[config.mk]
export PLATFORM = sky130hd
export DESIGN_NAME = rnf_txreq
export DESIGN_NICKNAME = d
export VERILOG_FILES = /design/src/rtl/rnf_txreq.sv
export SDC_FILE = /design/constraint.sdc
export NUM_CORES = 1
export LEC_CHECK = 0
export BUFFER_PORTS_ARGS = -buffer_cell sky130_fd_sc_hd__buf_2
export CORE_AREA = 5 5 122 211
export DETAILED_ROUTE_END_ITERATION = 8
export DIE_AREA = 0 0 127 216
export PLACE_DENSITY = 0.69
export SKIP_LAST_GASP = 1
export SYNTH_ARGS = -nofsm -noshare
export SYNTH_HDL_FRONTEND = slang
export SYNTH_SLANG_ARGS = --single-unit
[constraint.sdc]
create_clock -name clock -period 2.69 [get_ports clock]
set_input_delay 0.538 -clock clock [delete_from_list [all_inputs] [get_ports clock]]
set_output_delay 0.538 -clock clock [all_outputs]
set_load 0.01 [all_outputs]
[src/rtl/rnf_txreq.sv]
// CHI REQ-channel link-layer transmitter (RNF side): local request FIFO, L-credit
// accounting, FLITPEND lead and stop/drain handshake. Optional counters: RNF_TXREQ_STATS_EN.
module rnf_txreq #(
    parameter int QDEPTH  = 4,
    parameter int MAX_CRD = 15,
    parameter int CRD_W   = 4,
    // Width of the request flit (reqflit_t packed as a flat vector)
    parameter int FLIT_W  = 64
) (
    input  logic              clock,
    input  logic              reset,
    input  logic [FLIT_W-1:0] req_flit,
    input  logic              req_valid,
    output logic              req_ready,
    output logic [FLIT_W-1:0] TXREQFLIT,
    output logic              TXREQFLITV,
    output logic              TXREQFLITPEND,
    input  logic              TXREQLCRDV,
    input  logic              txreq_stop,
    output logic              txreq_stopped,
    output logic              crd_overflow,
`ifdef RNF_TXREQ_STATS_EN
    output logic [31:0]       stat_flits,
    output logic [31:0]       stat_crd_stall,
`endif
    output logic [CRD_W-1:0]  crd_cnt
);

    localparam int PTR_W = (QDEPTH > 1) ? $clog2(QDEPTH) : 1;
    localparam int CNT_W = PTR_W + 1;

    typedef enum logic [1:0] {ST_RUN, ST_DRAIN, ST_STOPPED} state_t;

    state_t             state_q, state_d;
    logic [FLIT_W-1:0]  mem_q [QDEPTH];
    logic [PTR_W-1:0]   wr_ptr_q, rd_ptr_q;
    logic [CNT_W-1:0]   count_q, count_d;
    logic               pend_q;
    logic [CRD_W-1:0]   crd_q, crd_d;
    logic               ovf_q, ovf_d;

    logic               full, push, pop, pend;
    logic [CNT_W-1:0]   avail;

    assign full      = (count_q == CNT_W'(QDEPTH));
    assign req_ready = ~reset & ~full;
    assign push      = req_valid & req_ready;
    // The flit shown on TXREQFLIT leaves the FIFO in the same cycle it is valid
    assign pop       = pend_q;
    assign avail     = count_q - CNT_W'(pend_q);

    always_comb begin
        count_d = count_q;
        case ({push, pop})
            2'b10:   count_d = count_q + 1'b1;
            2'b01:   count_d = count_q - 1'b1;
            default: count_d = count_q;
        endcase
    end

    // PEND reserves a credit in its own cycle; a lone grant at saturation is dropped
    always_comb begin
        crd_d = crd_q;
        ovf_d = ovf_q;
        case ({TXREQLCRDV, pend})
            2'b10: begin
                if (crd_q == CRD_W'(MAX_CRD)) ovf_d = 1'b1;
                else                          crd_d = crd_q + 1'b1;
            end
            2'b01:   crd_d = crd_q - 1'b1;
            default: crd_d = crd_q;
        endcase
    end

    always_ff @(posedge clock or posedge reset) begin
        if (reset) begin
            state_q  <= ST_RUN;
            wr_ptr_q <= '0;
            rd_ptr_q <= '0;
            count_q  <= '0;
            pend_q   <= 1'b0;
            crd_q    <= '0;
            ovf_q    <= 1'b0;
        end else begin
            state_q  <= state_d;
            count_q  <= count_d;
            pend_q   <= pend;
            crd_q    <= crd_d;
            ovf_q    <= ovf_d;
            if (push) wr_ptr_q <= wr_ptr_q + 1'b1;
            if (pop)  rd_ptr_q <= rd_ptr_q + 1'b1;
        end
    end

    always_ff @(posedge clock) begin
        if (push) mem_q[wr_ptr_q] <= req_flit;
    end

    always_comb begin
        state_d = state_q;
        case (state_q)
            ST_RUN:     if (txreq_stop) state_d = ST_DRAIN;
            ST_DRAIN: begin
                if (!txreq_stop)  state_d = ST_RUN;
                else if (!pend_q) state_d = ST_STOPPED;
            end
            ST_STOPPED: if (!txreq_stop) state_d = ST_RUN;
            default:    state_d = ST_RUN;
        endcase
    end

    // A stop request masks PEND in the very cycle it is raised
    always_comb begin
        pend          = (state_q == ST_RUN) & ~txreq_stop & (crd_q != '0) & (avail != '0);
        txreq_stopped = (state_q == ST_STOPPED) | ((state_q == ST_DRAIN) & ~pend_q);
        TXREQFLIT     = pend_q ? mem_q[rd_ptr_q] : '0;
    end

    assign TXREQFLITPEND = pend;
    assign TXREQFLITV    = pend_q;
    assign crd_overflow  = ovf_q;
    assign crd_cnt       = crd_q;

`ifdef RNF_TXREQ_STATS_EN
    logic [31:0] stat_flits_q, stat_stall_q;

    always_ff @(posedge clock or posedge reset) begin
        if (reset) begin
            stat_flits_q <= '0;
            stat_stall_q <= '0;
        end else begin
            if (pend_q) stat_flits_q <= stat_flits_q + 32'd1;
            if ((state_q == ST_RUN) && (avail != '0) && (crd_q == '0))
                stat_stall_q <= stat_stall_q + 32'd1;
        end
    end

    assign stat_flits     = stat_flits_q;
    assign stat_crd_stall = stat_stall_q;
`endif

endmodule

==> impl_metrics.json, run 1 <==
{
  "remaining_drc_errors": 0,
  "routabilityCongestion": 0.802,
  "syn_inst": 484,
  "grt_pass1_wl_microns": 32600,
  "antenna_found_initial": 4,
  "rsz0062_at_grt": "yes",
  "outcome": "finished clean",
  "worstSetupPathType": "register to output port",
  "cp.required_ps": 2150,
  "cts_num_sinks": 271,
  "synth_cell_types": 31,
  "grt_usage": 0.154,
  "synthTopCellsByArea": "edfxtp_1 (73%), mux4_2 (14%), and2_1 (3.9%)",
  "initial_core_util": 0.441,
  "skew_ps": 6.89,
  "drtPass1Iterations": 4,
  "drive_above_1_share": 0.435,
  "relSlewSlack": 0.542,
  "fin_crit_ps": 2640,
  "drtIter0Drc": 299,
  "synth_area_sq_um": 10500,
  "synth_top_family_by_area": "multiplexers",
  "setup_viol": 0,
  "die_h_microns": 216,
  "clkLatencyLatePin_ps": 510,
  "h-tree-depth": 1,
  "max_freq_mhz": 379,
  "routed_wl_microns": 21500,
  "clockBufferDepth": 3,
  "via_per_inst": 5.19,
  "min_period_over_period": 0.982,
  "synthAdderAreaFrac": 0.0133,
  "io-pin-count": 142,
  "synth_nets": 563,
  "cp_data_arrival_time_ps": 2100,
  "maxCapViolCount": 0,
  "synth-simple-area-share": 0.0485,
  "synth_xor_area_frac": 0.00832,
  "ant_nets": 0,
  "worstPathMaxFanout": 9,
  "end_kind": "output port",
  "port_buffers": 141,
  "coreArea_sq_um": 23800,
  "dp_hpwl_microns": 12500,
  "ir_worst_vdd_mv": 0.686,
  "syn_to_final_growth_pct": 21.7,
  "hold_viol": 0,
  "total_power_mw": 12.9,
  "grt_max_degree": 70,
  "avgSynthCellArea_sq_um": 21.7,
  "layout.nets": 739,
  "vias": 5131,
  "post_drt_wl_per_cell_microns": 21.8,
  "cts-root-buf": "clkbuf_16",
  "synth_top_cell_area_share": 0.731,
  "ys_ff_latch": 271,
  "clkTransAtPathRegs_ps": 70,
  "tightestPinTransition_ps": 688,
  "grt_pass1_vias": 5804,
  "overflow": 0,
  "synth-seq-area-share": 0.766,
  "yosys_warnings": 0,
  "synth_compound_area_frac": 0.00654,
  "die_w_microns": 127,
  "synthMuxAreaShare": 0.143,
  "cts_buffers": 24,
  "drv_slew": 0,
  "final_cell_mix": "edfxtp_1 (256), buf_2 (141), and2_1 (66), mux4_2 (64), clkbuf_16 (30)",
  "rows": 75,
  "tns_ps": 0,
  "power_density_nw_per_um2": 1000,
  "die-area_sq_um": 27400,
  "layout_commonest_cell": "edfxtp_1",
  "cts_tree": "yes",
  "synth_area_leader_cell": "edfxtp_1",
  "n_fill_cell": 1894,
  "leakage_nw": 4.62,
  "critPathLaunchType": "register",
  "hold_path.class": "input pin to async pin"
}
## state kept, by name (all words and copies together), names as in the netlist
| register | cells |
|---|---|
| TXREQFLITV | 1 |
| count_q | 3 |
| crd_cnt | 4 |
| crd_overflow | 1 |
| mem_q | 256 |
| rd_ptr_q | 2 |
| state_q | 2 |
| wr_ptr_q | 2 |
## power breakdown
| group | internal (mW) | switching [mW] | leakage [nW] |
|---|---|---|---|
| logic | 2.10 | 1.97 | 1.75 |
| clock network | 1.91 | 1.50 | 0.382 |
| registers | 5.18 | 0.201 | 2.49 |
| total | 9.19 | 3.67 | 4.62 |
## repair_timing
action / CTS / global route
setup buffers: 2 / 5
endpoints found under the setup margin: 43 / 47
gates resized for setup: 1 / 7
pin swaps: 0 / 1
hold buffers: 0 / 0
gates cloned: 1 / 7
## final timing paths
| path | from | end | slack (ps) | cells past startpoint |
|---|---|---|---|---|
| worst max-delay path | rd_ptr_q[0] | TXREQFLIT[50] | 50 | 5 |
| worst min-delay path | reset | count_q[0] | 110 | 2 |
| worst max register to register | TXREQFLITV | crd_cnt[3] | 80 | 10 |
| worst min register to register | state_q[1] | state_q[0] | 480 | 1 |
| max in group asynchronous | reset | rd_ptr_q[0] | 2140 | 2 |
| min in group clock | req_flit[13] | mem_q[3][13] | 230 | 1 |
## worst max-delay path, stage by stage, from the launching register on
cell	delay (ps)
dfrtp_4	510
buf_4	160
clkbuf_16	180
mux4_2	420
and2_1	180
buf_2	140
## cell type report
cell class / instances / area [sq um] / share of cell area
Antenna cell: 2 / 5.00 / 0.000391
Clock buffer: 25 / 626 / 0.0488
Clock inverter: 19 / 170 / 0.0133
Inverter: 12 / 45.0 / 0.00352
Multi-Input combinational cell: 180 / 2340 / 0.183
Sequential cell: 271 / 8070 / 0.630
Tap cell: 308 / 385 / 0.0301
Timing Repair Buffer: 171 / 1160 / 0.0909
## layer usage
layer | up-vias | track usage | routed length (microns)
li1 | 2296 | - | -
met1 | 2663 | 0.171 | 7550
met2 | 135 | 0.291 | 12600
met3 | 33 | 0.0242 | 919
met4 | 4 | 0.0608 | 499
met5 | - | 0 | 21
## per-stage QoR
step	hold WS (ps)	util	std cells	cell area, sq um	setup slack, ps
floorplan	439	-	484	10500	74.8
global placement	457	0.493	927	11700	57.1
detailed placement	473	0.493	927	11700	-47.2
CTS	95.3	0.528	974	12600	-70.9
global route	136	0.537	988	12800	-32.7
finish	105	0.537	988	12800	49.8
## Yosys cell counts
master	count
o21bai_1	1
and3_2	1
or4_4	1
ha_1	8
clkbuf_1	8
xor2_1	6
o311ai_4	1
fa_1	2
mux4_2	64
mux2i_1	3
nor3_1	1
o211ai_1	1
buf_4	4
buf_2	7
and2_1	66
dfrtp_1	15
inv_1	12
a21o_1	1
buf_1	2
a22oi_1	2
or2_2	1
nand2_1	3
and3_1	4
nand4_1	1
nor3b_1	1
nor2_1	3
xnor2_1	4
a21oi_1	1
edfxtp_1	256
or3_1	1
mux2_2	3
## cells by family (layout without fill, tap and decap cells)
group / Yosys count / count (layout)
other: 0 / 2
adders and majority gates: 10 / 10
DFF: 271 / 271
muxes: 70 / 70
and+or+nand+nor: 83 / 83
xor gates and xnor gates: 10 / 10
buffers and inverters: 33 / 227
AOI/OAI and AO/OA: 7 / 7
Note: power is estimated with default switching activity, not from simulation.
==> run 2, diff against run 1 <==
--- a/config.mk
+++ b/config.mk
@@ -9,7 +9,10 @@
 export CORE_AREA = 5 5 122 211
 export DETAILED_ROUTE_END_ITERATION = 8
 export DIE_AREA = 0 0 127 216
+export GPL_TIMING_DRIVEN = 0
+export MAX_ROUTING_LAYER = met4
 export PLACE_DENSITY = 0.69
+export RECOVER_POWER = 50
 export SKIP_LAST_GASP = 1
 export SYNTH_ARGS = -nofsm -noshare
 export SYNTH_HDL_FRONTEND = slang
==> impl_metrics.json, run 2 (same netlist as run 1, synthesis figures left out) <==
{
  "outcome": "finished clean",
  "skew_ps": 7.25,
  "min_period_over_period": 0.986,
  "slowest_delay_ps": 500,
  "finalInstanceArea_sq_um": 13000,
  "cts-root-buf": "clkbuf_16",
  "antenna_found_initial": 1,
  "cts_buffers": 25,
  "drv_slew": 0,
  "post_drt_wl_per_cell_microns": 21.9,
  "cp.required_ps": 2150,
  "critPathLaunchType": "register",
  "internal_power_mw": 9.33,
  "via_per_inst": 5.18,
  "swShare": 0.282,
  "holdBufCountCts": 0,
  "overflow": 0,
  "coreArea_sq_um": 23800,
  "n_fill_cell": 1921,
  "maxCapViolCount": 0,
  "vias": 5161,
  "fin_ws_ps": 37.5,
  "path_cells": "buf_12 -> clkbuf_16 -> mux4_2 -> and2_4 -> buf_6",
  "routed_wl_microns": 21900,
  "rsz0062_at_grt": "yes",
  "clkTransAtPathRegs_ps": 70,
  "cts_tree": "yes",
  "tightestPinTransition_ps": 595,
  "crit_slowest_cell": "mux4_2",
  "place_area_sq_um": 11700,
  "port_buffers": 141,
  "die-area_sq_um": 27400,
  "reg2reg_slack_ps": 130,
  "end_kind": "output port",
  "dp_worst_setup_slack_ps": -209,
  "instances_no_fill": 997,
  "remaining_drc_errors": 0,
  "worstPathMaxFanout": 7,
  "ir_worst_vdd_mv": 0.505,
  "max_freq_mhz": 377,
  "die_h_microns": 216,
  "hold_path.class": "input pin to async pin",
  "initial_core_util": 0.441,
  "largest_reg_flops": 256,
  "hold_ws_ps": 78.0,
  "setup_viol": 0,
  "power_density_nw_per_um2": 1000,
  "clkLatencyLatePin_ps": 520,
  "drtIter0Drc": 321,
  "io-pin-count": 142,
  "clkPwrFrac": 0.252,
  "worstSetupPathType": "register to output port",
  "syn_to_final_growth_pct": 23.2,
  "layout_commonest_cell": "edfxtp_1",
  "grt_pass1_wl_microns": 32900,
  "dp_hpwl_microns": 13700,
  "pwr-share-seq": 0.413,
  "leakage_nw": 4.52,
  "fin_crit_ps": 2650,
  "h-tree-depth": 1,
  "routabilityCongestion": 0.751,
  "grt_max_degree": 42,
  "final_cell_mix": "edfxtp_1 (256), clkbuf_1 (78), mux4_2 (64), buf_2 (49), and2_1 (39)",
  "grt_pass1_vias": 5786,
  "p_comb_frac": 0.335,
  "rows": 75,
  "cts_num_sinks": 271,
  "p_switching_mw": 3.67,
  "place_inst": 937,
  "layout.nets": 749,
  "cp_data_arrival_time_ps": 2110,
  "die_w_microns": 127,
  "grt_usage": 0.162,
  "drive_above_1_share": 0.362,
  "relSlewSlack": 0.603,
  "hold_viol": 0,
  "drtPass1Iterations": 4,
  "clockBufferDepth": 3,
  "ant_nets": 0,
  "regMostFlops": "mem_q"
}
## run 2: cell types whose count changed in the layout (fill, tap and decap cells not counted), moves of 2 or more
cell / previous run / this run
and2_1: 66 / 39
and2_4: 0 / 27
buf_2: 141 / 49
buf_4: 13 / 11
buf_6: 3 / 30
clkbuf_1: 0 / 78
clkbuf_2: 0 / 2
clkinv_1: 2 / 6
clkinvlp_4: 5 / 1
dfrtp_1: 11 / 13
dfrtp_4: 2 / 0
inv_6: 4 / 0
## run 2: area by class of cell
class	instances	area, sq um	area share
clock inverters	14	93.8	0.00724
well taps	308	385	0.0297
plain buffers	21	200	0.0154
inverters	12	45.0	0.00347
flip-flops and latches	271	8070	0.622
multi-input cells	180	2420	0.187
repair buffers	159	1100	0.0851
diodes	1	2.50	0.000193
clock buffers	31	648	0.0500
## run 2: critical path: cells and delay by family (launching register included)
| family | cells | cell delay, ps |
|---|---|---|
| muxes | 1 | 500 |
| buffers and inverters | 3 | 460 |
| DFF | 1 | 440 |
| and+or+nand+nor | 1 | 170 |
## run 2: routing by layer
metal	share of wire	GRT usage
met5	0	-
met4	0.025	0.0573
met3	0.042	0.0245
met2	0.57	0.295
met1	0.36	0.177
## run 2: repair_timing
item | 4_1_cts | 5_1_grt
gates resized for setup | 29 | 70
buffers inserted | 8 | 1
pin swaps | 2 | 3
endpoints found under the setup margin | 61 | 55
gates cloned | 0 | 5
## run 2: path summary, 6_finish.rpt
path / endpoint / depth (start not counted) / startpoint
max: TXREQFLIT[41] / 5 / rd_ptr_q[0]
min: state_q[0] / 2 / reset
max reg2reg: crd_cnt[3] / 10 / TXREQFLITV
min reg2reg: state_q[0] / 1 / state_q[1]
max in group asynchronous: TXREQFLITV / 2 / reset
min in group clock: state_q[1] / 2 / txreq_stop
## run 2: through the flow
stage / power [mW] / util / setup TNS [ps]
after floorplan: 7.84 / - / 0
after global placement: 8.87 / 0.487 / -41810
after detailed placement: 9.09 / 0.493 / -209
after CTS: 12.6 / 0.530 / -91.3
after global routing: 13.7 / 0.544 / -870
final: 13.0 / 0.544 / 0
## run 2: power groups by stage
stage	Sequential [mW]	Clock [mW]	Combinational [mW]
6_report	5.38	3.27	4.36
5_1_grt	5.42	3.54	4.74
4_1_cts	5.37	3.37	3.89
3_5_place_dp	5.46	0	3.63
3_3_place_gp	5.43	0	3.44
2_1_floorplan	5.42	0	2.42
==> run 3, diff against run 2 <==
--- a/config.mk
+++ b/config.mk
@@ -6,14 +6,15 @@
 export NUM_CORES = 1
 export LEC_CHECK = 0
 export BUFFER_PORTS_ARGS = -buffer_cell sky130_fd_sc_hd__buf_2
+export CAP_MARGIN = 20
 export CORE_AREA = 5 5 122 211
 export DETAILED_ROUTE_END_ITERATION = 8
 export DIE_AREA = 0 0 127 216
 export GPL_TIMING_DRIVEN = 0
 export MAX_ROUTING_LAYER = met4
 export PLACE_DENSITY = 0.69
-export RECOVER_POWER = 50
 export SKIP_LAST_GASP = 1
 export SYNTH_ARGS = -nofsm -noshare
 export SYNTH_HDL_FRONTEND = slang
 export SYNTH_SLANG_ARGS = --single-unit
+export TNS_END_PERCENT = 5
==> impl_metrics.json, run 3 (same netlist as run 1, synthesis figures left out) <==
{
  "p_switching_mw": 3.56,
  "rows": 75,
  "critPathLaunchType": "register",
  "ir_worst_vdd_mv": 0.615,
  "hold_path.class": "input pin to async pin",
  "hold_viol": 0,
  "grt_usage": 0.164,
  "setup_viol": 0,
  "max_freq_mhz": 379,
  "layout_commonest_cell": "edfxtp_1",
  "remaining_drc_errors": 0,
  "initial_core_util": 0.441,
  "dp_hpwl_microns": 13800,
  "clockBufferDepth": 3,
  "n_fill_cell": 1902,
  "ff_latch_area_sq_um": 8070,
  "drtPass1Iterations": 4,
  "routed_wl_microns": 21400,
  "h-tree-depth": 1,
  "io-pin-count": 142,
  "vias": 5178,
  "port_buffers": 141,
  "cp_data_arrival_time_ps": 2100,
  "layout.nets": 747,
  "internal_power_mw": 9.33,
  "maxCapViolCount": 0,
  "clkPwrFrac": 0.279,
  "min_period_over_period": 0.982,
  "clkLatencyLatePin_ps": 520,
  "grt_max_degree": 39,
  "post_drt_wl_per_cell_microns": 21.6,
  "regMostFlops": "mem_q",
  "worstSetupPathType": "register to output port",
  "cts-root-buf": "clkbuf_16",
  "leakage_nw": 4.64,
  "drive_above_1_share": 0.431,
  "place_area_sq_um": 11700,
  "overflow": 0,
  "ant_nets": 0,
  "p_comb_frac": 0.305,
  "tightestPinTransition_ps": 623,
  "dp_worst_setup_slack_ps": -237,
  "cp.required_ps": 2150,
  "rsz0062_at_grt": "yes",
  "die-area_sq_um": 27400,
  "cts_tree": "yes",
  "skew_ps": 9.85,
  "fin_util": 0.539,
  "relSlewSlack": 0.584,
  "clkTransAtPathRegs_ps": 70,
  "fin_ws_ps": 49.6,
  "drv_slew": 0,
  "finalInstanceArea_sq_um": 12800,
  "outcome": "finished clean",
  "antenna_found_initial": 2,
  "die_h_microns": 216,
  "pwr-share-seq": 0.416,
  "grt_pass1_wl_microns": 33600,
  "routabilityCongestion": 0.779,
  "holdBufCountCts": 0,
  "via_per_inst": 5.20,
  "final_cell_mix": "edfxtp_1 (256), buf_2 (141), and2_1 (66), mux4_2 (64), clkbuf_16 (26)",
  "coreArea_sq_um": 23800,
  "drtIter0Drc": 265,
  "worstPathMaxFanout": 4,
  "die_w_microns": 127,
  "power_density_nw_per_um2": 1000,
  "hold_ws_ps": 106,
  "grt_pass1_vias": 5863,
  "end_kind": "output port",
  "swShare": 0.276,
  "cts_num_sinks": 271,
  "cts_buffers": 25,
  "fin_crit_ps": 2640,
  "multiInputGateArea_sq_um": 2360,
  "largest_reg_flops": 256,
  "syn_to_final_growth_pct": 22.0
}
==> run 3: final cells by class <==
type,count,share of cell area
antenna,2,0.000390
buffer,21,0.0161
clock inverter,13,0.0115
multi-input combinational,180,0.184
inverter,12,0.00351
timing repair buffer,157,0.0723
tap,308,0.0300
sequential,271,0.628
clock buffer,31,0.0544
==> run 3: path summary, 6_finish.rpt <==
check / slack (ps) / startpoint / depth (start not counted) / end
worst max-delay path: 50 / rd_ptr_q[0] / 6 / TXREQFLIT[58]
min in group clock: 230 / req_flit[5] / 1 / mem_q[0][5]
worst max register to register: 80 / TXREQFLITV / 10 / crd_cnt[3]
max in group asynchronous: 2140 / reset / 2 / TXREQFLITV
worst min-delay path: 110 / reset / 2 / state_q[1]
worst min register to register: 500 / state_q[1] / 1 / state_q[0]
==> run 3: power by group through the flow <==
stage | sequential (mW) | combinational (mW) | clock [mW]
after floorplan | 5.43 | 2.42 | 0
after global placement | 5.45 | 3.43 | 0
after detailed placement | 5.46 | 3.62 | 0
after CTS | 5.36 | 3.82 | 3.70
after global routing | 5.41 | 4.28 | 3.88
final | 5.36 | 3.93 | 3.60
==> run 3: stage by stage <==
stage	total power, mW	TNS [ps]	std cells
final	12.9	0	995
after floorplan	7.85	-44730	484
after detailed placement	9.07	-237	937
after CTS	12.9	-372	985
after global placement	8.89	-282030	933
after global routing	13.6	-158	995
==> run 3: worst max-delay path, cell delays in order, from the launching register on <==
cell and delay (ps):
dfrtp_2 440, buf_12 140, clkbuf_16 140, buf_4 130, mux4_2 410, and2_1 180
buf_2 140
==> run 3: routing by layer <==
layer,GRT usage,up-vias,routed length [microns],share of wire
met1,0.181,2708,7760,0.36
li1,-,2315,-,-
met3,0.0289,36,1040,0.048
met2,0.296,119,12100,0.56
met4,0.0576,0,536,0.025
met5,-,-,0,0
==> run 3: repair_timing <==
action,in CTS,in global routing
gates resized for setup,24,20
pin swaps,1,2
setup buffers,4,7
cloned,0,1
setup endpoints to repair,55,53
